<file path="src/rtl/sdram_access_arbiter_if.sv">
// Command-port bundle between the SDRAM access arbiter, its two burst requesters and the SDRAM core.
// The arbiter uses the slave view; the requesters and core side use the master view.
interface sdram_access_arbiter_if #(
    parameter int AddressWidthSDRAM = 24
);
    logic                         i_rd_req;
    logic [AddressWidthSDRAM-1:0] i_rd_addr;
    logic                         i_wr_req;
    logic [AddressWidthSDRAM-1:0] i_wr_addr;
    logic                         o_rd_ack;
    logic                         o_wr_ack;
    logic                         o_rd_active;
    logic                         o_wr_active;
    logic                         o_cmd_valid;
    logic                         o_cmd_write;
    logic                         o_cmd_refresh;
    logic [AddressWidthSDRAM-1:0] o_cmd_addr;
    logic                         i_cmd_ack;
    logic                         i_cmd_done;
    logic                         o_refresh_overrun;

    modport slave (
        input  i_rd_req, i_rd_addr, i_wr_req, i_wr_addr, i_cmd_ack, i_cmd_done,
        output o_rd_ack, o_wr_ack, o_rd_active, o_wr_active, o_cmd_valid,
               o_cmd_write, o_cmd_refresh, o_cmd_addr, o_refresh_overrun
    );

    modport master (
        output i_rd_req, i_rd_addr, i_wr_req, i_wr_addr, i_cmd_ack, i_cmd_done,
        input  o_rd_ack, o_wr_ack, o_rd_active, o_wr_active, o_cmd_valid,
               o_cmd_write, o_cmd_refresh, o_cmd_addr, o_refresh_overrun
    );
endinterface

</file>
<file path="src/rtl/sdram_access_arbiter.sv">
// Shares one SDRAM command port between read, write and periodic refresh; one burst in flight at a time.
// Priority: refresh, starved write, read, write. Refresh waits for the current burst to complete.
module sdram_access_arbiter #(
    parameter int AddressWidthSDRAM = 24,
    parameter int RefreshInterval   = 780,
    parameter int WrStarveLimit     = 4
) (
    input logic               CLK,
    input logic               RST,
    sdram_access_arbiter_if.slave bus
);
    localparam int RefCntW = (RefreshInterval > 1) ? $clog2(RefreshInterval) : 1;
    localparam int StarveW = (WrStarveLimit > 0) ? $clog2(WrStarveLimit + 1) : 1;
    localparam logic [RefCntW-1:0] RefReload = RefCntW'(RefreshInterval - 1);
    localparam logic [StarveW-1:0] StarveMax = StarveW'(WrStarveLimit);

    typedef enum logic [1:0] {IDLE, ISSUE, ACTIVE} state_t;
    typedef enum logic [1:0] {OWN_RD, OWN_WR, OWN_REF} owner_t;

    state_t             state;
    owner_t             owner;
    logic [RefCntW-1:0] ref_cnt;
    logic               ref_pending;
    logic [StarveW-1:0] starve_cnt;

    owner_t grant;
    logic   grant_any;
    logic   ref_expire;
    logic   ref_clear;

    always_comb begin
        grant_any = 1'b1;
        grant     = OWN_RD;
        if (ref_pending)
            grant = OWN_REF;
        else if (bus.i_wr_req && (starve_cnt == StarveMax))
            grant = OWN_WR;
        else if (bus.i_rd_req)
            grant = OWN_RD;
        else if (bus.i_wr_req)
            grant = OWN_WR;
        else
            grant_any = 1'b0;
    end

    assign ref_expire = (ref_cnt == '0);
    assign ref_clear  = (state == ISSUE) && bus.i_cmd_ack && (owner == OWN_REF);

    always_ff @(posedge CLK) begin
        if (!RST) begin
            state                 <= IDLE;
            owner                 <= OWN_RD;
            ref_cnt               <= RefReload;
            ref_pending           <= 1'b0;
            starve_cnt            <= '0;
            bus.o_rd_ack          <= 1'b0;
            bus.o_wr_ack          <= 1'b0;
            bus.o_rd_active       <= 1'b0;
            bus.o_wr_active       <= 1'b0;
            bus.o_cmd_valid       <= 1'b0;
            bus.o_cmd_write       <= 1'b0;
            bus.o_cmd_refresh     <= 1'b0;
            bus.o_cmd_addr        <= '0;
            bus.o_refresh_overrun <= 1'b0;
        end else begin
            bus.o_rd_ack <= 1'b0;
            bus.o_wr_ack <= 1'b0;

            // A new expiry wins over a same-cycle refresh acceptance; that case is not an overrun.
            if (ref_expire) begin
                ref_cnt     <= RefReload;
                ref_pending <= 1'b1;
                if (ref_pending && !ref_clear)
                    bus.o_refresh_overrun <= 1'b1;
            end else begin
                ref_cnt <= ref_cnt - 1'b1;
                if (ref_clear)
                    ref_pending <= 1'b0;
            end

            case (state)
                IDLE: begin
                    if (grant_any) begin
                        owner             <= grant;
                        state             <= ISSUE;
                        bus.o_cmd_valid   <= 1'b1;
                        bus.o_cmd_write   <= (grant == OWN_WR);
                        bus.o_cmd_refresh <= (grant == OWN_REF);
                        if (grant == OWN_RD)
                            bus.o_cmd_addr <= bus.i_rd_addr;
                        else if (grant == OWN_WR)
                            bus.o_cmd_addr <= bus.i_wr_addr;
                        else
                            bus.o_cmd_addr <= '0;
                    end
                end
                ISSUE: begin
                    // A done arriving together with the ack belongs to nothing yet and is dropped.
                    if (bus.i_cmd_ack) begin
                        state             <= ACTIVE;
                        bus.o_cmd_valid   <= 1'b0;
                        bus.o_cmd_write   <= 1'b0;
                        bus.o_cmd_refresh <= 1'b0;
                        bus.o_cmd_addr    <= '0;
                        if (owner == OWN_RD) begin
                            bus.o_rd_ack    <= 1'b1;
                            bus.o_rd_active <= 1'b1;
                            if (!bus.i_wr_req)
                                starve_cnt <= '0;
                            else if (starve_cnt != StarveMax)
                                starve_cnt <= starve_cnt + 1'b1;
                        end else if (owner == OWN_WR) begin
                            bus.o_wr_ack    <= 1'b1;
                            bus.o_wr_active <= 1'b1;
                            starve_cnt      <= '0;
                        end
                    end
                end
                ACTIVE: begin
                    if (bus.i_cmd_done) begin
                        state           <= IDLE;
                        bus.o_rd_active <= 1'b0;
                        bus.o_wr_active <= 1'b0;
                    end
                end
                default: state <= IDLE;
            endcase
        end
    end
endmodule

</file>
<file path="src/flat_wrapper.sv">
// flat-port wrapper written by rule: the top's interface ports become plain ports
module sdram_access_arbiter_flat 
#(
    parameter int AddressWidthSDRAM = 24,
    parameter int RefreshInterval   = 780,
    parameter int WrStarveLimit     = 4
)
  (CLK, RST, bus_i_rd_req, bus_i_rd_addr, bus_i_wr_req, bus_i_wr_addr, bus_i_cmd_ack, bus_i_cmd_done, bus_o_rd_ack, bus_o_wr_ack, bus_o_rd_active, bus_o_wr_active, bus_o_cmd_valid, bus_o_cmd_write, bus_o_cmd_refresh, bus_o_cmd_addr, bus_o_refresh_overrun);
  sdram_access_arbiter_if #(.AddressWidthSDRAM(AddressWidthSDRAM)) bus_i ();
  input logic CLK;
  input logic RST;
  input wire logic [$bits(bus_i.i_rd_req)-1:0] bus_i_rd_req;
  input wire logic [$bits(bus_i.i_rd_addr)-1:0] bus_i_rd_addr;
  input wire logic [$bits(bus_i.i_wr_req)-1:0] bus_i_wr_req;
  input wire logic [$bits(bus_i.i_wr_addr)-1:0] bus_i_wr_addr;
  input wire logic [$bits(bus_i.i_cmd_ack)-1:0] bus_i_cmd_ack;
  input wire logic [$bits(bus_i.i_cmd_done)-1:0] bus_i_cmd_done;
  output wire logic [$bits(bus_i.o_rd_ack)-1:0] bus_o_rd_ack;
  output wire logic [$bits(bus_i.o_wr_ack)-1:0] bus_o_wr_ack;
  output wire logic [$bits(bus_i.o_rd_active)-1:0] bus_o_rd_active;
  output wire logic [$bits(bus_i.o_wr_active)-1:0] bus_o_wr_active;
  output wire logic [$bits(bus_i.o_cmd_valid)-1:0] bus_o_cmd_valid;
  output wire logic [$bits(bus_i.o_cmd_write)-1:0] bus_o_cmd_write;
  output wire logic [$bits(bus_i.o_cmd_refresh)-1:0] bus_o_cmd_refresh;
  output wire logic [$bits(bus_i.o_cmd_addr)-1:0] bus_o_cmd_addr;
  output wire logic [$bits(bus_i.o_refresh_overrun)-1:0] bus_o_refresh_overrun;
  assign bus_i.i_rd_req = bus_i_rd_req;
  assign bus_i.i_rd_addr = bus_i_rd_addr;
  assign bus_i.i_wr_req = bus_i_wr_req;
  assign bus_i.i_wr_addr = bus_i_wr_addr;
  assign bus_i.i_cmd_ack = bus_i_cmd_ack;
  assign bus_i.i_cmd_done = bus_i_cmd_done;
  assign bus_o_rd_ack = bus_i.o_rd_ack;
  assign bus_o_wr_ack = bus_i.o_wr_ack;
  assign bus_o_rd_active = bus_i.o_rd_active;
  assign bus_o_wr_active = bus_i.o_wr_active;
  assign bus_o_cmd_valid = bus_i.o_cmd_valid;
  assign bus_o_cmd_write = bus_i.o_cmd_write;
  assign bus_o_cmd_refresh = bus_i.o_cmd_refresh;
  assign bus_o_cmd_addr = bus_i.o_cmd_addr;
  assign bus_o_refresh_overrun = bus_i.o_refresh_overrun;
  sdram_access_arbiter #(.AddressWidthSDRAM(AddressWidthSDRAM), .RefreshInterval(RefreshInterval), .WrStarveLimit(WrStarveLimit)) u_core (.CLK(CLK), .RST(RST), .bus(bus_i));
endmodule
</file>
<file path="config.mk">
export PLATFORM = sky130hd
export DESIGN_NAME = sdram_access_arbiter_flat
export DESIGN_NICKNAME = d
export VERILOG_FILES = /design/src/rtl/sdram_access_arbiter_if.sv /design/src/rtl/sdram_access_arbiter.sv /design/src/flat_wrapper.sv
export SDC_FILE = /design/constraint.sdc
export NUM_CORES = 1
export LEC_CHECK = 0
export ABC_AREA = 1
export CORE_UTILIZATION = 41
export CTS_CLUSTER_DIAMETER = 200
export DETAILED_ROUTE_END_ITERATION = 7
export PLACE_DENSITY_LB_ADDON = 0.25
export SLEW_MARGIN = 20
export SYNTH_ARGS = -nofsm -noshare
export SYNTH_HDL_FRONTEND = slang
export SYNTH_SLANG_ARGS = --single-unit
export TNS_END_PERCENT = 20
</file>
<file path="constraint.sdc">
create_clock -name CLK -period 1.9 [get_ports CLK]
set_input_delay 0.285 -clock CLK [delete_from_list [all_inputs] [get_ports CLK]]
set_output_delay 0.285 -clock CLK [all_outputs]
set_load 0.005 [all_outputs]
</file>
-- After elaboration in Yosys (flattened, before gate mapping)
Cells that the tools add are included.
- bits in registers: 50
- latch bits: 0
- bits in writable memories: 0
- memory bits (read-only): 0
- output and inout bits: 32
- memories kept: 0
- add/subtract/negate cells: 2
- multiply operators: 0
- divide/modulo/power cells: 0
- magnitude comparators: 0
- equality and inequality tests: 15
- shifts and indexed selects: 0
- mux-type cells: 40
- bitwise gates (word level): 3
- reduce and logical (&&, ||, !) cells: 23
- operators by type and width (kind ; number):
    2-to-1 mux 24 bit ; 4
    one-hot mux 24 bit (2 select lines) ; 1
    2-to-1 mux 1 bit ; 19
    2-to-1 mux 2 bit ; 6
    2-to-1 mux 3 bit ; 4
    logical NOT 10 bit ; 1
    != test 2 bit (second input constant) ; 5
    one-hot mux 1 bit (2 select lines) ; 5
    subtractor 10 x 1 -> 10 bit (second input constant) ; 1
    AND reduction 3 bit ; 3
    AND reduction 4 bit ; 2
    nonzero test 2 bit ; 4
    equality test 2 x 1 -> 1 bit (second input constant) ; 3
    equality test 2 bit (second input constant) ; 3
    logical NOT 2 bit ; 3
    != test 3 bit (second input constant) ; 2
    one-hot mux 2 bit (3 select lines) ; 1
    AND reduction 5 bit ; 1
    logical AND 1 bit ; 4
    AND reduction 2 bit ; 2
    OR reduction 4 bit ; 1
    adder 3 x 1 -> 3 bit (second input constant) ; 1
    equality test 3 bit (second input constant) ; 1
    inverter 1 bit ; 3
    other kinds (3) ; 3

-- Logic depth before layout (Yosys ltp)
Gate-level depths: netlist (run 1).
- word-level depth: 9
- mapped depth: 9

-- Worst setup path after synthesis (run 1)
OpenSTA, ideal clock, no wires.
- path kind: reg2reg
- start point: register u_core.starve_cnt[0]
- end point: register u_core.bus.o_cmd_addr[10] (netlist name)
- setup time: 65 ps
- arrival time: 1270 ps
- slack: 565 ps
- cell stages (with the launch flop): 9
- buffers on the path: 1
- period minus slack after synthesis: 1335 ps
- cell sequence: dfxtp_1 > inv_1 > ha_1 > nand3_1 > nand3_1 > clkbuf_2 > o21ai_0 > nor2_1 > nor2_1
- longest elaborated chain between the ends: 9
- RTL lines (what ; line ; RTL):
    from (decl) ; sdram_access_arbiter.sv:24 ; logic [StarveW-1:0] starve_cnt;
    from (signal assigned) ; sdram_access_arbiter.sv:111 ; starve_cnt <= starve_cnt + 1'b1;
    equality test 3 bit * ; sdram_access_arbiter.sv:36 ; else if (bus.i_wr_req && (starve_cnt == StarveMax))
    logical AND 1 bit * ; sdram_access_arbiter.sv:36 ;
    2-to-1 mux 2 bit ; sdram_access_arbiter.sv:36 ;
    2-to-1 mux 2 bit ; sdram_access_arbiter.sv:34 ; if (ref_pending)
    equality test 2 x 1 -> 1 bit ; sdram_access_arbiter.sv:91 ; else if (grant == OWN_WR)
    2-to-1 mux 24 bit ; sdram_access_arbiter.sv:91 ;
    2-to-1 mux 24 bit ; sdram_access_arbiter.sv:89 ; if (grant == OWN_RD)
    2-to-1 mux 24 bit ; sdram_access_arbiter.sv:83 ; if (grant_any) begin
    one-hot mux 24 bit (2 select lines) ; sdram_access_arbiter.sv:81 ; case (state)
    to (signal assigned) ; sdram_access_arbiter.sv:90 ; bus.o_cmd_addr <= bus.i_rd_addr;
    to (signal assigned) ; sdram_access_arbiter.sv:92 ; bus.o_cmd_addr <= bus.i_wr_addr;
    to (decl) ; sdram_access_arbiter_if.sv:25 ; o_cmd_write, o_cmd_refresh, o_cmd_addr, o_refresh_overrun
Mark *: on every way between the ends. The rest lies on a longest branch, timed or not. The select of a mux whose other input is x is not followed.
A chain may end at the register's enable or synchronous reset.

-- Worst setup path in the final report (run 1)
- start point: input port bus_i_wr_req
- end point: register u_core.bus.o_cmd_addr[0] (netlist name)
- longest elaborated chain between the ends: 9
- RTL lines (what ; line ; RTL):
    from (decl) ; flat_wrapper.sv:14 ; input wire logic [$bits(bus_i.i_wr_req)-1:0] bus_i_wr_req;
    2-to-1 mux 1 bit ; sdram_access_arbiter.sv:40 ; else if (bus.i_wr_req)
    2-to-1 mux 2 bit ; sdram_access_arbiter.sv:38 ; else if (bus.i_rd_req)
    2-to-1 mux 2 bit ; sdram_access_arbiter.sv:36 ;
    2-to-1 mux 2 bit ; sdram_access_arbiter.sv:34 ;
    equality test 2 x 1 -> 1 bit ; sdram_access_arbiter.sv:91 ;
    2-to-1 mux 24 bit ; sdram_access_arbiter.sv:91 ;
    2-to-1 mux 24 bit ; sdram_access_arbiter.sv:89 ;
    2-to-1 mux 24 bit ; sdram_access_arbiter.sv:83 ;
    one-hot mux 24 bit (2 select lines) ; sdram_access_arbiter.sv:81 ;
Several ways; a longest one is shown, not always the timed one. The select of a mux whose other input is x is not followed.

==> run summary, run 1 <==
status -> finished, final reports clean
vias per std cell -> 5.17
first-pass GRT wire length -> 10600 microns
library cells used by synthesis -> 29
row cnt -> 27
Post-synth EDFFs -> 0
Mapped Nets -> 409
number of global-route vias before repair -> 2353
GRT Overall Usage -> 21.1%
Setup crit end kind -> flop
VDD IR-drop max -> 0.000429 V
Core ar. -> 5640 sq um
Crit-path slowest cell -> clkdlybuf4s50_1
worst path cell trace -> clkdlybuf4s50_1 -> nor2_4 -> nand2_4 -> nand2_4 -> buf_4 -> nand3_1 -> a21oi_1
latest clock arrival within the worst-skew pair -> 300 ps
routed len/inst -> 12.9 microns
P per Cell Area -> 702 nW/um^2
total power -> 0.00247 W
detailed placement HPWL -> 4740 microns
Seq pwr share -> 46.7%
Root Driver -> clkbuf_8
Die H -> 79.5 microns
Post-layout nets -> 492
Yosys warning count -> 0
Num CTS Buffers -> 5
Area Growth Syn to Fin -> 43.0%
crit path time final -> 1610 ps
post-synth top area cell -> dfxtp_1
Routed Antenna Nets -> 0
Worst EP arrival -> 1850 ps
post_cts resized -> 0
CTS Hold Bufs -> 0
Startpoint Class -> input port
final setup vio count -> 0
DIE WIDTH -> 79.5 microns
post-synthesis async set-or-reset flop share -> 0%
Comb pwr share -> 22.7%
Fin Clk Skew -> 4.65 ps
Final Non-Filler Cells -> 508
Most common cell on crit path -> nand2_4
total wire length -> 6570 microns
DRT iter0 DRCs -> 132
Synth top area share -> 40.7%
Rel. slew slack -> 74.7%
Psw -> 0.000665 W
leakage -> 1.45 nW
post-CTS setup buffer count -> 0
pin slew with the least headroom to its limit -> 379 ps
cells after synthesis -> 352
CP Data Required Time -> 2130 ps
die area -> 6320 sq um
clock tree buffer depth -> 2
crit-path max FO -> 34
vias -> 2625
Seq/Total Area, Yosys -> 40.7%
largest cells by area after synthesis -> dfxtp_1 41%, nand3_1 9.4%, nand2_1 8.5%
FF+latch count, synth -> 50
min-delay worst type -> reg -> reg
Final Max Slew Viols -> 0
final worst path period share -> 84.8%
Max Fclk -> 620 MHz
top_reg_cell synth -> dfxtp_1
# diodes -> 0
Placer Congestion -> 0.826
Internal -> 0.00181 W
Clk pwr share -> 30.6%
RSZ-0062 raised after global routing -> no
mapped cell area -> 2460 sq um
Max stage delay on crit path -> 550 ps
port bufs -> 85
kind of critical path -> in -> reg
fraction of layout cells with a size suffix above 1 -> 7.57%
1st-pass router iterations -> 5
Placed Instances -> 500
GR Overflow Total -> 0
Syn Area/Cell -> 6.99 sq um
H-tree depth -> 2
CTS tree -> built
CTS Sinks -> 50
Initial Utilization -> 43.6%
initial antenna violation count -> 0
drc violations -> 0
max cap viols -> 0
Net Sw Frac -> 26.9%
Ports -> 86
Hold Vio Cnt, Final -> 0
clock slew at reported path FFs -> 90 ps
largest net degree at the start of global routing -> 35
-- placed cells by master, fill, tap and decap left out --
master	n
a21oi_1	26
buf_12	2
buf_4	11
bufinv_16	1
clkbuf_8	5
clkdlybuf4s50_1	85
clkinv_1	1
clkinvlp_4	2
dfxtp_1	50
ha_1	3
inv_1	30
inv_2	3
nand2_1	56
nand2_2	2
nand2_4	2
nand3_1	46
nand3b_1	1
nand4_1	28
nor2_1	41
nor2_2	1
nor2_4	1
nor3_1	11
nor3_2	1
o21ai_0	17
o21ai_1	2
o22ai_1	2
o31ai_1	1
or2_1	1
or2_2	2
xor2_1	2
-- sequential cells by signal, indices dropped and copies added (netlist names) --
register                      cells
u_core.ref_pending                1
u_core.bus.o_wr_ack               1
u_core.bus.o_wr_active            1
u_core.bus.o_refresh_overrun      1
u_core.bus.o_cmd_refresh          1
u_core.bus.o_rd_ack               1
u_core.bus.o_cmd_addr            24
u_core.ref_cnt                   10
u_core.owner                      2
u_core.state                      2
u_core.bus.o_cmd_write            1
u_core.bus.o_rd_active            1
u_core.bus.o_cmd_valid            1
u_core.starve_cnt                 3
-- per-stage QoR --
step | setup WS, ps | util, % | setup TNS [ps] | area [sq um] | hold WS [ps]
detailed placement | -31.7 | 60.4 | -113 | 3410 | 377
floorplan | 565 | - | 0 | 2460 | 366
global route | 54.3 | 62.4 | 0 | 3520 | 420
CTS | 285 | 62.4 | 0 | 3520 | 402
finish | 288 | 62.4 | 0 | 3520 | 398
global placement | 46.3 | 60.4 | 0 | 3410 | 377
-- worst max-delay path, delay by kind of cell --
| kind | cells | cell delay [ps] |
|---|---|---|
| simple gates | 4 | 600 |
| buf+inv | 2 | 800 |
| compound gates | 1 | 160 |
-- routing by layer --
layer | track usage, % | part of all wire, %
met1 | 25.7 | 43
met2 | 36.8 | 50
met3 | 4.00 | 4.7
met4 | 7.45 | 1.6
met5 | 0 | 0
-- cell usage after synthesis, types with 2 or more instances --
| library cell | number |
|---|---|
| nand2_1 | 56 |
| nand2_4 | 2 |
| nand2_2 | 2 |
| nand4_1 | 28 |
| ha_1 | 3 |
| nand3_1 | 46 |
| buf_4 | 3 |
| o21ai_1 | 2 |
| inv_2 | 3 |
| a21oi_1 | 26 |
| buf_2 | 13 |
| dfxtp_1 | 50 |
| inv_1 | 30 |
| nor2_1 | 41 |
| xor2_1 | 2 |
| or2_2 | 2 |
| o21ai_0 | 17 |
| clkbuf_1 | 4 |
| o22ai_1 | 2 |
| nor3_1 | 11 |
-- power groups by stage --
stage | logic [W] | registers, W | clock network, W
floorplan | 0.000279 | 0.00118 | 0
detailed placement | 0.000561 | 0.00118 | 0
global route | 0.000619 | 0.00116 | 0.000823
finish | 0.000561 | 0.00115 | 0.000755
global placement | 0.000552 | 0.00118 | 0
CTS | 0.000563 | 0.00116 | 0.000779
-- final timing paths --
check | endpoint | slack (ps) | depth (start not counted) | start
worst max register to register | u_core.bus.o_cmd_addr[12] | 330 | 7 | u_core.starve_cnt[0]
worst max-delay path | u_core.bus.o_cmd_addr[0] | 290 | 7 | bus_i_wr_req
worst min-delay path | u_core.ref_cnt[0] | 400 | 1 | u_core.ref_cnt[0]
worst min register to register | u_core.ref_cnt[0] | 400 | 1 | u_core.ref_cnt[0]
-- cells by family (layout without fill, tap and decap cells) --
group                    after synthesis  count (layout)  share of synthesized area, %
XOR/XNOR                               2               2                         0.712
flip-flops                            50              50                          40.7
adder cells (fa/ha/maj)                3               3                          1.53
buffers and inverters                 56             140                          10.0
AND/OR/NAND/NOR                      193             193                          37.1
AO/OA/AOI/OAI                         48              48                          9.96
-- area by class of cell --
class                      instances  area, sq um
tap                               72         90.1
clock inverter                     3         45.0
fill                             542         2120
sequential                        50         1000
inverter                          34          128
timing repair buffer              98          973
clock buffer                       5         68.8
multi-input combinational        246         1210
Power figures use the tool's default switching activity.
==> run 2: changes to the inputs <==
==> constraint.sdc (replaced) <==
create_clock -name CLK -period 1.4 [get_ports CLK]
set_input_delay 0.21 -clock CLK [delete_from_list [all_inputs] [get_ports CLK]]
set_output_delay 0.21 -clock CLK [all_outputs]
set_load 0.005 [all_outputs]
==> run 2 against run 1 <==
Global-route usage increased by 0.26 points. Final area increased by 10%. Final cell count increased by 3.5%. First-iteration DRC count increased by 4.5%. Sequential share of layout area decreased by 2.2 points. Setup slack got worse by 260 ps. Non-clock buffer count increased by 18. Wire length increased by 3.8%. Die area unchanged. Critical path type is now reg -> out. Critical endpoint is now bus_o_cmd_addr[7]. Largest cell class unchanged. Largest power group unchanged.
==> run summary, run 2 (synthesis results as in run 1) <==
Max stage delay on crit path -> 500 ps (-50 ps)
Final Max Slew Viols -> 0 (unchanged)
die area -> 6320 sq um (unchanged)
Clk pwr share -> 29.8% (-0.8 points)
routed len/inst -> 13.0 microns (+0.22%)
CTS tree -> built
Die H -> 79.5 microns (unchanged)
Final Cell Area -> 3870 sq um (+10%)
latest clock arrival within the worst-skew pair -> 300 ps (about the same)
DRT iter0 DRCs -> 138 (+4.5%)
Startpoint Class -> flop
setup tns final -> 0 ps (unchanged)
total power -> 0.00351 W (+42%)
register area -> 1020 sq um (+1.6%)
fraction of layout cells with a size suffix above 1 -> 18.9% (+11 points)
clock slew at reported path FFs -> 100 ps (about the same)
DIE WIDTH -> 79.5 microns (unchanged)
hold path start -> u_core.ref_cnt[0]
fin util -> 68.7% (+6.3 points)
status -> finished, final reports clean
# fillers -> 480 (-11%)
Setup crit end kind -> output pin
drc violations -> 0 (unchanged)
Num CTS Buffers -> 5 (unchanged)
most frequent cells in the layout -> 77 x clkdlybuf4s50_1, 54 x nand2_1, 43 x nand3_1
Seq pwr share -> 44.9% (-1.8 points)
Area Growth Syn to Fin -> 57.4%
P per Cell Area -> 906 nW/um^2 (+29%)
GRT Overall Usage -> 21.4% (+0.26 points)
Biggest register -> u_core.bus.o_cmd_addr
pin slew with the least headroom to its limit -> 380 ps (+0.921 ps)
Crit-path slowest cell -> clkdlybuf4s50_1
worst path cell trace -> clkdlybuf4s50_1
Root Driver -> clkbuf_8
Net Sw Frac -> 27.4% (+0.48 points)
leakage -> 1.72 nW (+18%)
CP startpoint -> u_core.bus.o_cmd_addr[7]
final setup vio count -> 0 (unchanged)
detailed placement HPWL -> 4910 microns (+3.7%)
CP bufs+invs -> 1 (-1)
kind of critical path -> reg -> out
post-CTS setup buffer count -> 0 (unchanged)
Fin Clk Skew -> 9.02 ps (+4.37 ps)
Psw -> 0.000961 W (+45%)
Internal -> 0.00255 W (+41%)
row cnt -> 27 (unchanged)
Core ar. -> 5640 sq um (unchanged)
number of global-route vias before repair -> 2509 (+6.6%)
area of the multi-input gates -> 1340 sq um (+10%)
clock tree buffer depth -> 2 (unchanged)
Max Fclk -> 729 MHz
slack of the critical path -> 27.6 ps (-261 ps)
vias per std cell -> 5.25 (+1.6%)
first-pass GRT wire length -> 10800 microns (+2.2%)
crit-path max FO -> 2 (-94%)
largest net degree at the start of global routing -> 27 (-23%)
Hold Vio Cnt, Final -> 0 (unchanged)
VDD IR-drop max -> 0.000669 V (+56%)
min-delay worst type -> reg -> reg
R2R Path Start -> u_core.starve_cnt[0]
Comb pwr share -> 25.3% (+2.6 points)
Worst EP arrival -> 1160 ps (-690 ps)
# diodes -> 0 (unchanged)
1st-pass router iterations -> 4 (-1)
Largest delay share family, worst path -> buffers and inverters
crit path time final -> 1370 ps
port bufs -> 85 (unchanged)
Place WS -> -287 ps (-256 ps)
CP Data Required Time -> 1190 ps (-940 ps)
Ports -> 86 (unchanged)
vias -> 2761 (+5.2%)
DP Area -> 3570 sq um (+4.8%)
Post-layout nets -> 510 (+3.7%)
Largest register FFs -> 24 (unchanged)
total wire length -> 6820 microns (+3.8%)
top flop regs -> u_core.bus.o_cmd_addr (24), u_core.ref_cnt (10), u_core.starve_cnt (3)
GR Overflow Total -> 0 (unchanged)
Routed Antenna Nets -> 0 (unchanged)
CTS Sinks -> 50 (unchanged)
commonest non-fill, non-tap cell in the layout -> clkdlybuf4s50_1
Rel. slew slack -> 74.7% (about the same)
RSZ-0062 raised after global routing -> yes
initial antenna violation count -> 0 (unchanged)
final worst path period share -> 98.0%
Placer Congestion -> 0.797 (-3.6%)
Initial Utilization -> 43.6% (unchanged)
max cap viols -> 0 (unchanged)
H-tree depth -> 2 (unchanged)
run 2: cell count changes in the layout (fill, tap and decap cells not counted), sizes merged:
cell / previous run / this run
clkdlybuf4s50: 85 / 77
clkinvlp: 2 / 0
dlymetal6s2s: 0 / 8
inv: 33 / 34
clkbuf: 5 / 6
buf: 13 / 30
clkinv: 1 / 2
run 2: power by group through the flow:
stage / clock [W] / combinational [W] / sequential, W
floorplan: 0 / 0.000378 / 0.00160
global placement: 0 / 0.000826 / 0.00160
detailed placement: 0 / 0.000839 / 0.00160
CTS: 0.00107 / 0.000847 / 0.00157
global route: 0.00113 / 0.000981 / 0.00158
finish: 0.00105 / 0.000888 / 0.00158
run 2: final cells by class:
| type | instances | share of cell area [%] |
|---|---|---|
| Tap cell | 72 | 2.32 |
| Clock inverter | 3 | 1.23 |
| Timing Repair Buffer | 116 | 30.6 |
| Inverter | 34 | 3.29 |
| Multi-Input combinational cell | 246 | 34.5 |
| Clock buffer | 5 | 1.78 |
| Sequential cell | 50 | 26.3 |
run 2: worst paths after layout:
check	endpoint	cells after the start	slack, ps
hold / removal	u_core.ref_cnt[0]	1	410
setup reg to reg	u_core.bus.o_cmd_addr[11]	9	60
hold reg to reg	u_core.ref_cnt[0]	1	410
setup / recovery	bus_o_cmd_addr[7]	1	30
run 2: routing by layer:
layer  vias to the layer above  share of wire, %  global-route usage, %
li1                       1392                 -                      -
met3                        13               3.5                   3.89
met5                         -                 0                      0
met4                         0               1.8                   6.36
met2                        59                53                   38.7
met1                      1297                42                   25.3
run 2: what timing repair did:
action,CTS,global route
gates cloned,0,1
setup endpoints to repair,16,55
pin swaps,0,2
hold buffers,0,0
resized for setup,8,45
run 2: stage by stage:
step	hold slack [ps]	instances
after detailed placement	378	517
after floorplan	311	352
after CTS	404	525
final	413	526
after global routing	434	526
after global placement	377	517
==> edit 1: new RTL, flow settings as in run 2 <==
Re-encode `state_t` (3 states) as one-hot, 3 bits wide.
--- a/src/rtl/sdram_access_arbiter.sv
+++ b/src/rtl/sdram_access_arbiter.sv
@@ -14,7 +14,7 @@
     localparam logic [RefCntW-1:0] RefReload = RefCntW'(RefreshInterval - 1);
     localparam logic [StarveW-1:0] StarveMax = StarveW'(WrStarveLimit);
 
-    typedef enum logic [1:0] {IDLE, ISSUE, ACTIVE} state_t;
+    typedef enum logic [2:0] {IDLE = 3'b001, ISSUE = 3'b010, ACTIVE = 3'b100} state_t;
     typedef enum logic [1:0] {OWN_RD, OWN_WR, OWN_REF} owner_t;
 
     state_t             state;
Behaviour: same outputs for any inputs over 10 cycles, from zero or initial values and one cycle with RST low; not proved beyond that.
==> edit 1 against run 2 <==
  * Synthesized cell count increased by 1.1%
  * Design area decreased by 2.1%
  * Setup slack improved by 0.0045 ns
  * Register-to-register slack is essentially flat
  * Synthesized area is 1.9% higher
  * Critical path type unchanged
  * Global-route usage rose by 0.39 points
  * Final cell count stayed put
  * Largest cell class unchanged
  * Routed wire length increased by 8.5%
  * Power down 3.1%
  * Sequential cell count grew 1
==> edit 1: results (changes against run 2) <==
Syn Inst Count: 356 (+1.1%)
largest net degree at the start of global routing: 32 (+19%)
Largest regs: u_core.bus.o_cmd_addr (24), u_core.ref_cnt (10)
GRT Util Overall: 0.218 (+0.00388)
sequential fraction of the synthesis area: 0.407 (about the same)
outcome: completed
clk sinks: 51 (+2.0%)
number of global-route vias before repair: 2467 (-1.7%)
Yosys Warn Count: 0 (unchanged)
clk_skew: 0.00523 ns (-0.00379 ns)
worst slew pin tran: 0.354 ns (-0.0251 ns)
Clk Latency, worst-skew pair: 0.30 ns (about the same)
total CTS buffers: 5 (unchanged)
RePlAce Congestion: 0.802 (+0.64%)
HPWL Detailed: 4980 um (+1.4%)
Async SR Flop Fraction: 0 (unchanged)
layout cells sized above 1: 0.140 (-0.0497)
CP arrival: 1.16 ns (about the same)
nets: 507 (-0.59%)
Synth top cells by count: 88 x nand2_1, 51 x dfxtp_1, 50 x nand4_1
P_leak: 1.70 nW (-1.2%)
Post-CTS Setup Repair Bufs: 0 (unchanged)
Netlist cell types: 26 (-10%)
dpl cells: 516 (-0.19%)
WL per Instance: 14.1 um (+8.5%)
first-pass GRT wire length: 11000 um (+1.7%)
routed vias/inst: 5.37 (+2.2%)
Worst path max stage delay: 0.52 ns (+0.02 ns)
Final Non-Filler Cells: 526 (unchanged)
Area contributors post-synth: dfxtp_1 41%, nand2_1 13%, nand4_1 12%, a21oi_1 7.4%, nand3_1 7.4%
post-synth net total: 413 (+0.98%)
setup TNS: 0 ns (unchanged)
Area after DPL: 0.00357 mm^2 (-0.14%)
CTS resizes: 4 (-4)
Peak VDD IR: 568 uV (-15%)
Starting DRT DRC Count: 135 (-2.2%)
[edit 1: logic make-up (layout without fill, tap and decap cells)]
| family | Yosys count | in the layout | synth area share |
|---|---|---|---|
| flip-flops | 51 | 51 | 0.407 |
| XOR/XNOR | 1 | 1 | 0.00349 |
| adder cells (fa/ha/maj) | 3 | 3 | 0.0150 |
| AND/OR/NAND/NOR | 204 | 204 | 0.383 |
| AO/OA/AOI/OAI | 45 | 45 | 0.0948 |
| buffers and inverters | 52 | 147 | 0.0968 |
[edit 1: worst paths after layout]
path                            start  cells past startpoint           endpoint  slack (ns)
min                 u_core.ref_cnt[0]                      1  u_core.ref_cnt[0]        0.40
min reg2reg         u_core.ref_cnt[0]                      1  u_core.ref_cnt[0]        0.40
max reg2reg         u_core.ref_cnt[0]                      8  u_core.ref_cnt[4]        0.06
max          u_core.bus.o_cmd_addr[8]                      1  bus_o_cmd_addr[8]        0.03
[edit 1: area by class of cell]
cell class,count,area [um^2]
clock buffer,6,72.6
inverter,26,97.6
clock inverter,2,12.5
timing repair buffer,113,1180
sequential,51,1030
fill,549,2130
tap,75,93.8
multi-input combinational,253,1300
[edit 1: stage by stage]
stage,power [mW],setup slack [ns]
after global routing,3.58,-0.0273
after CTS,3.39,-0.0274
after global placement,2.54,-0.140
after detailed placement,2.55,-0.185
after floorplan,2.07,0.00321
final,3.40,0.0322
[edit 1: routing by layer]
metal,vias up,GRT usage,wire length [um]
met2,94,0.387,3740
met5,-,0,0
met1,1307,0.261,3040
met3,10,0.0489,548
met4,0,0.0589,74
li1,1411,-,-
[edit 1: where the power goes]
group	switching [mW]	internal [mW]	leakage, nW	total [mW]
registers	0.0608	1.56	0.420	1.62
clock network	0.488	0.350	0.0412	0.838
logic	0.417	0.523	1.24	0.939
==> edit 2: new RTL, settings of run 2 <==
Made on the original files. `RefreshInterval` is set to 780 in 2 places; all go to 1560.
--- a/src/rtl/sdram_access_arbiter.sv
+++ b/src/rtl/sdram_access_arbiter.sv
@@ -2,7 +2,7 @@
 // Priority: refresh, starved write, read, write. Refresh waits for the current burst to complete.
 module sdram_access_arbiter #(
     parameter int AddressWidthSDRAM = 24,
-    parameter int RefreshInterval   = 780,
+    parameter int RefreshInterval   = 1560,
     parameter int WrStarveLimit     = 4
 ) (
     input logic               CLK,
--- a/src/flat_wrapper.sv
+++ b/src/flat_wrapper.sv
@@ -2,7 +2,7 @@
 module sdram_access_arbiter_flat 
 #(
     parameter int AddressWidthSDRAM = 24,
-    parameter int RefreshInterval   = 780,
+    parameter int RefreshInterval   = 1560,
     parameter int WrStarveLimit     = 4
 )
   (CLK, RST, bus_i_rd_req, bus_i_rd_addr, bus_i_wr_req, bus_i_wr_addr, bus_i_cmd_ack, bus_i_cmd_done, bus_o_rd_ack, bus_o_wr_ack, bus_o_rd_active, bus_o_wr_active, bus_o_cmd_valid, bus_o_cmd_write, bus_o_cmd_refresh, bus_o_cmd_addr, bus_o_refresh_overrun);
Formal check against the unedited RTL: no difference found for any inputs over 10 cycles, from zero or initial values and one cycle with RST low; that may be too few to reach the edited logic, so the function may still have changed.
==> edit 2 against run 2 <==
  * Setup slack better by 0.0073 ns
  * Design area up 2.3%
  * Sequential cell count up 1
  * Register-to-register slack hardly changed
  * Routed wire length increased by 4.6%
  * Via count fell by 1.4%
  * Synthesized area up 6.3%
  * Power grew 0.71%
  * Largest power group unchanged
  * Highest routed layer unchanged
==> edit 2: results (changes against run 2) <==
Clk Latency, worst-skew pair: 0.31 ns
r2r endpoint: u_core.bus.o_cmd_addr[6]
number of synthesized flops with an enable pin: 0 (unchanged)
clk_skew: 0.0118 ns (+0.00279 ns)
Synth top cells by count: 61 x nand2_1, 51 x dfxtp_1, 48 x nor2_1
nets: 519 (+1.8%)
largest net degree at the start of global routing: 29 (+7.4%)
CTS max path bufs: 2 (unchanged)
Critical R2R Launch: u_core.starve_cnt[0]
Yosys Warn Count: 0 (unchanged)
Worst Reg-to-Reg Cells: 8 (-1)
Async SR Flop Fraction: 0 (unchanged)
Largest regs: u_core.bus.o_cmd_addr (24), u_core.ref_cnt (11), u_core.starve_cnt (3)
layout cells sized above 1: 0.203 (+0.0140)
Starting DRT DRC Count: 172 (+25%)
count of TritonRoute iterations in the first routing pass: 4 (unchanged)
antenna violations before repair: 0 (unchanged)
Synth Area per Inst: 7.26 um^2 (+3.9%)
crit path to: bus_o_cmd_addr[3]
CP delay by family, top: buffers and inverters
post-synth net total: 418 (+2.2%)
Worst Setup SP: u_core.bus.o_cmd_addr[3]
routed vias/inst: 5.07 (-3.5%)
DP Worst Slack: -0.174 ns (+0.113 ns)
H-tree Lvls: 2 (unchanged)
Worst Hold Class: flip-flop to flip-flop
Clk pin slew, worst setup/hold paths: 0.10 ns (about the same)
WL final: 7130 um (+4.6%)
ANT cells: 0 (unchanged)
total CTS buffers: 5 (unchanged)
IO buf count: 85 (unchanged)
GRT Util Overall: 0.218 (+0.00449)
Area contributors post-synth: dfxtp_1 39%, nand2_1 8.8%, nand3_1 8.0%, nand4_1 7.2%, nor2_1 6.9%
Netlist cell types: 30 (+3.4%)
number of global-route vias before repair: 2540 (+1.2%)
largest register by flop count: u_core.bus.o_cmd_addr
fin worst setup slack: 0.0349 ns (+0.00731 ns)
outcome: completed
HPWL Detailed: 5080 um (+3.4%)
first-pass GRT wire length: 11300 um (+4.4%)
Area after DPL: 0.00368 mm^2 (+3.1%)
Peak VDD IR: 570 uV (-15%)
sequential fraction of the synthesis area: 0.390 (-0.0163)
P_leak: 1.77 nW (+2.7%)
RePlAce Congestion: 0.820 (+2.9%)
dpl cells: 525 (+1.5%)
Final Non-Filler Cells: 537 (+2.1%)
Slew HR: 0.816 (+0.0695)
worst reg2reg setup slack: 0.06 ns (about the same)
Worst path max stage delay: 0.51 ns
## edit 2: cell types whose count changed after synthesis, sizes merged, moves of 2 or more
| cell | delta |
|---|---|
| nand2 | +5 |
| buf | +2 |
| inv | -6 |
| nor2 | +7 |
| o21ai | -2 |
| a21oi | -2 |
| xor2 | +3 |
| nor3 | -2 |
| clkbuf | -2 |
| nand4 | +2 |
## edit 2: repair_timing
| action | CTS | global route |
|---|---|---|
| buffers inserted | 0 | 2 |
| hold endpoints to repair | 0 | 0 |
| resized for setup | 4 | 49 |
| cloned | 0 | 2 |
| endpoints found under the setup margin | 12 | 62 |
| pin swaps | 0 | 3 |
## edit 2: metal layers
layer | GRT usage | wire length [um]
met3 | 0.0378 | 313
met4 | 0.0947 | 119
met5 | 0 | 0
met2 | 0.363 | 3550
met1 | 0.275 | 3150
## edit 2: worst min path at each step
stage | start | endpoint | slack, ns | cells past startpoint
finish | u_core.ref_cnt[0] | u_core.ref_cnt[0] | 0.42 | 1
global route | u_core.ref_cnt[0] | u_core.ref_cnt[0] | 0.44 | 1
CTS | u_core.ref_cnt[0] | u_core.ref_cnt[0] | 0.43 | 1
detailed placement | u_core.ref_cnt[0] | u_core.ref_cnt[0] | 0.40 | 1
global placement | u_core.ref_cnt[0] | u_core.ref_cnt[0] | 0.40 | 1
floorplan | bus_i_cmd_done | u_core.state[1] | 0.31 | 1
## edit 2: layout make-up
type / count / area [um^2]
clock buffers: 5 / 68.8
clock inverters: 3 / 46.3
fillers: 528 / 2060
inverters: 29 / 109
multi-input cells: 258 / 1400
flip-flops and latches: 51 / 1050
well taps: 75 / 93.8
repair buffers: 116 / 1200
## edit 2: where the power goes
group	internal [mW]	total [mW]	switching [mW]
Sequential	1.55	1.61	0.0566
Combinational	0.477	0.869	0.392
Clock	0.539	1.06	0.519
## edit 2: logic make-up after synthesis
kind of cell,Yosys count,synth area share
simple gates,205,0.390
buf+inv,51,0.0962
flops,51,0.390
compound gates,44,0.0876
xor+xnor,5,0.0167
fa+ha+maj,4,0.0191
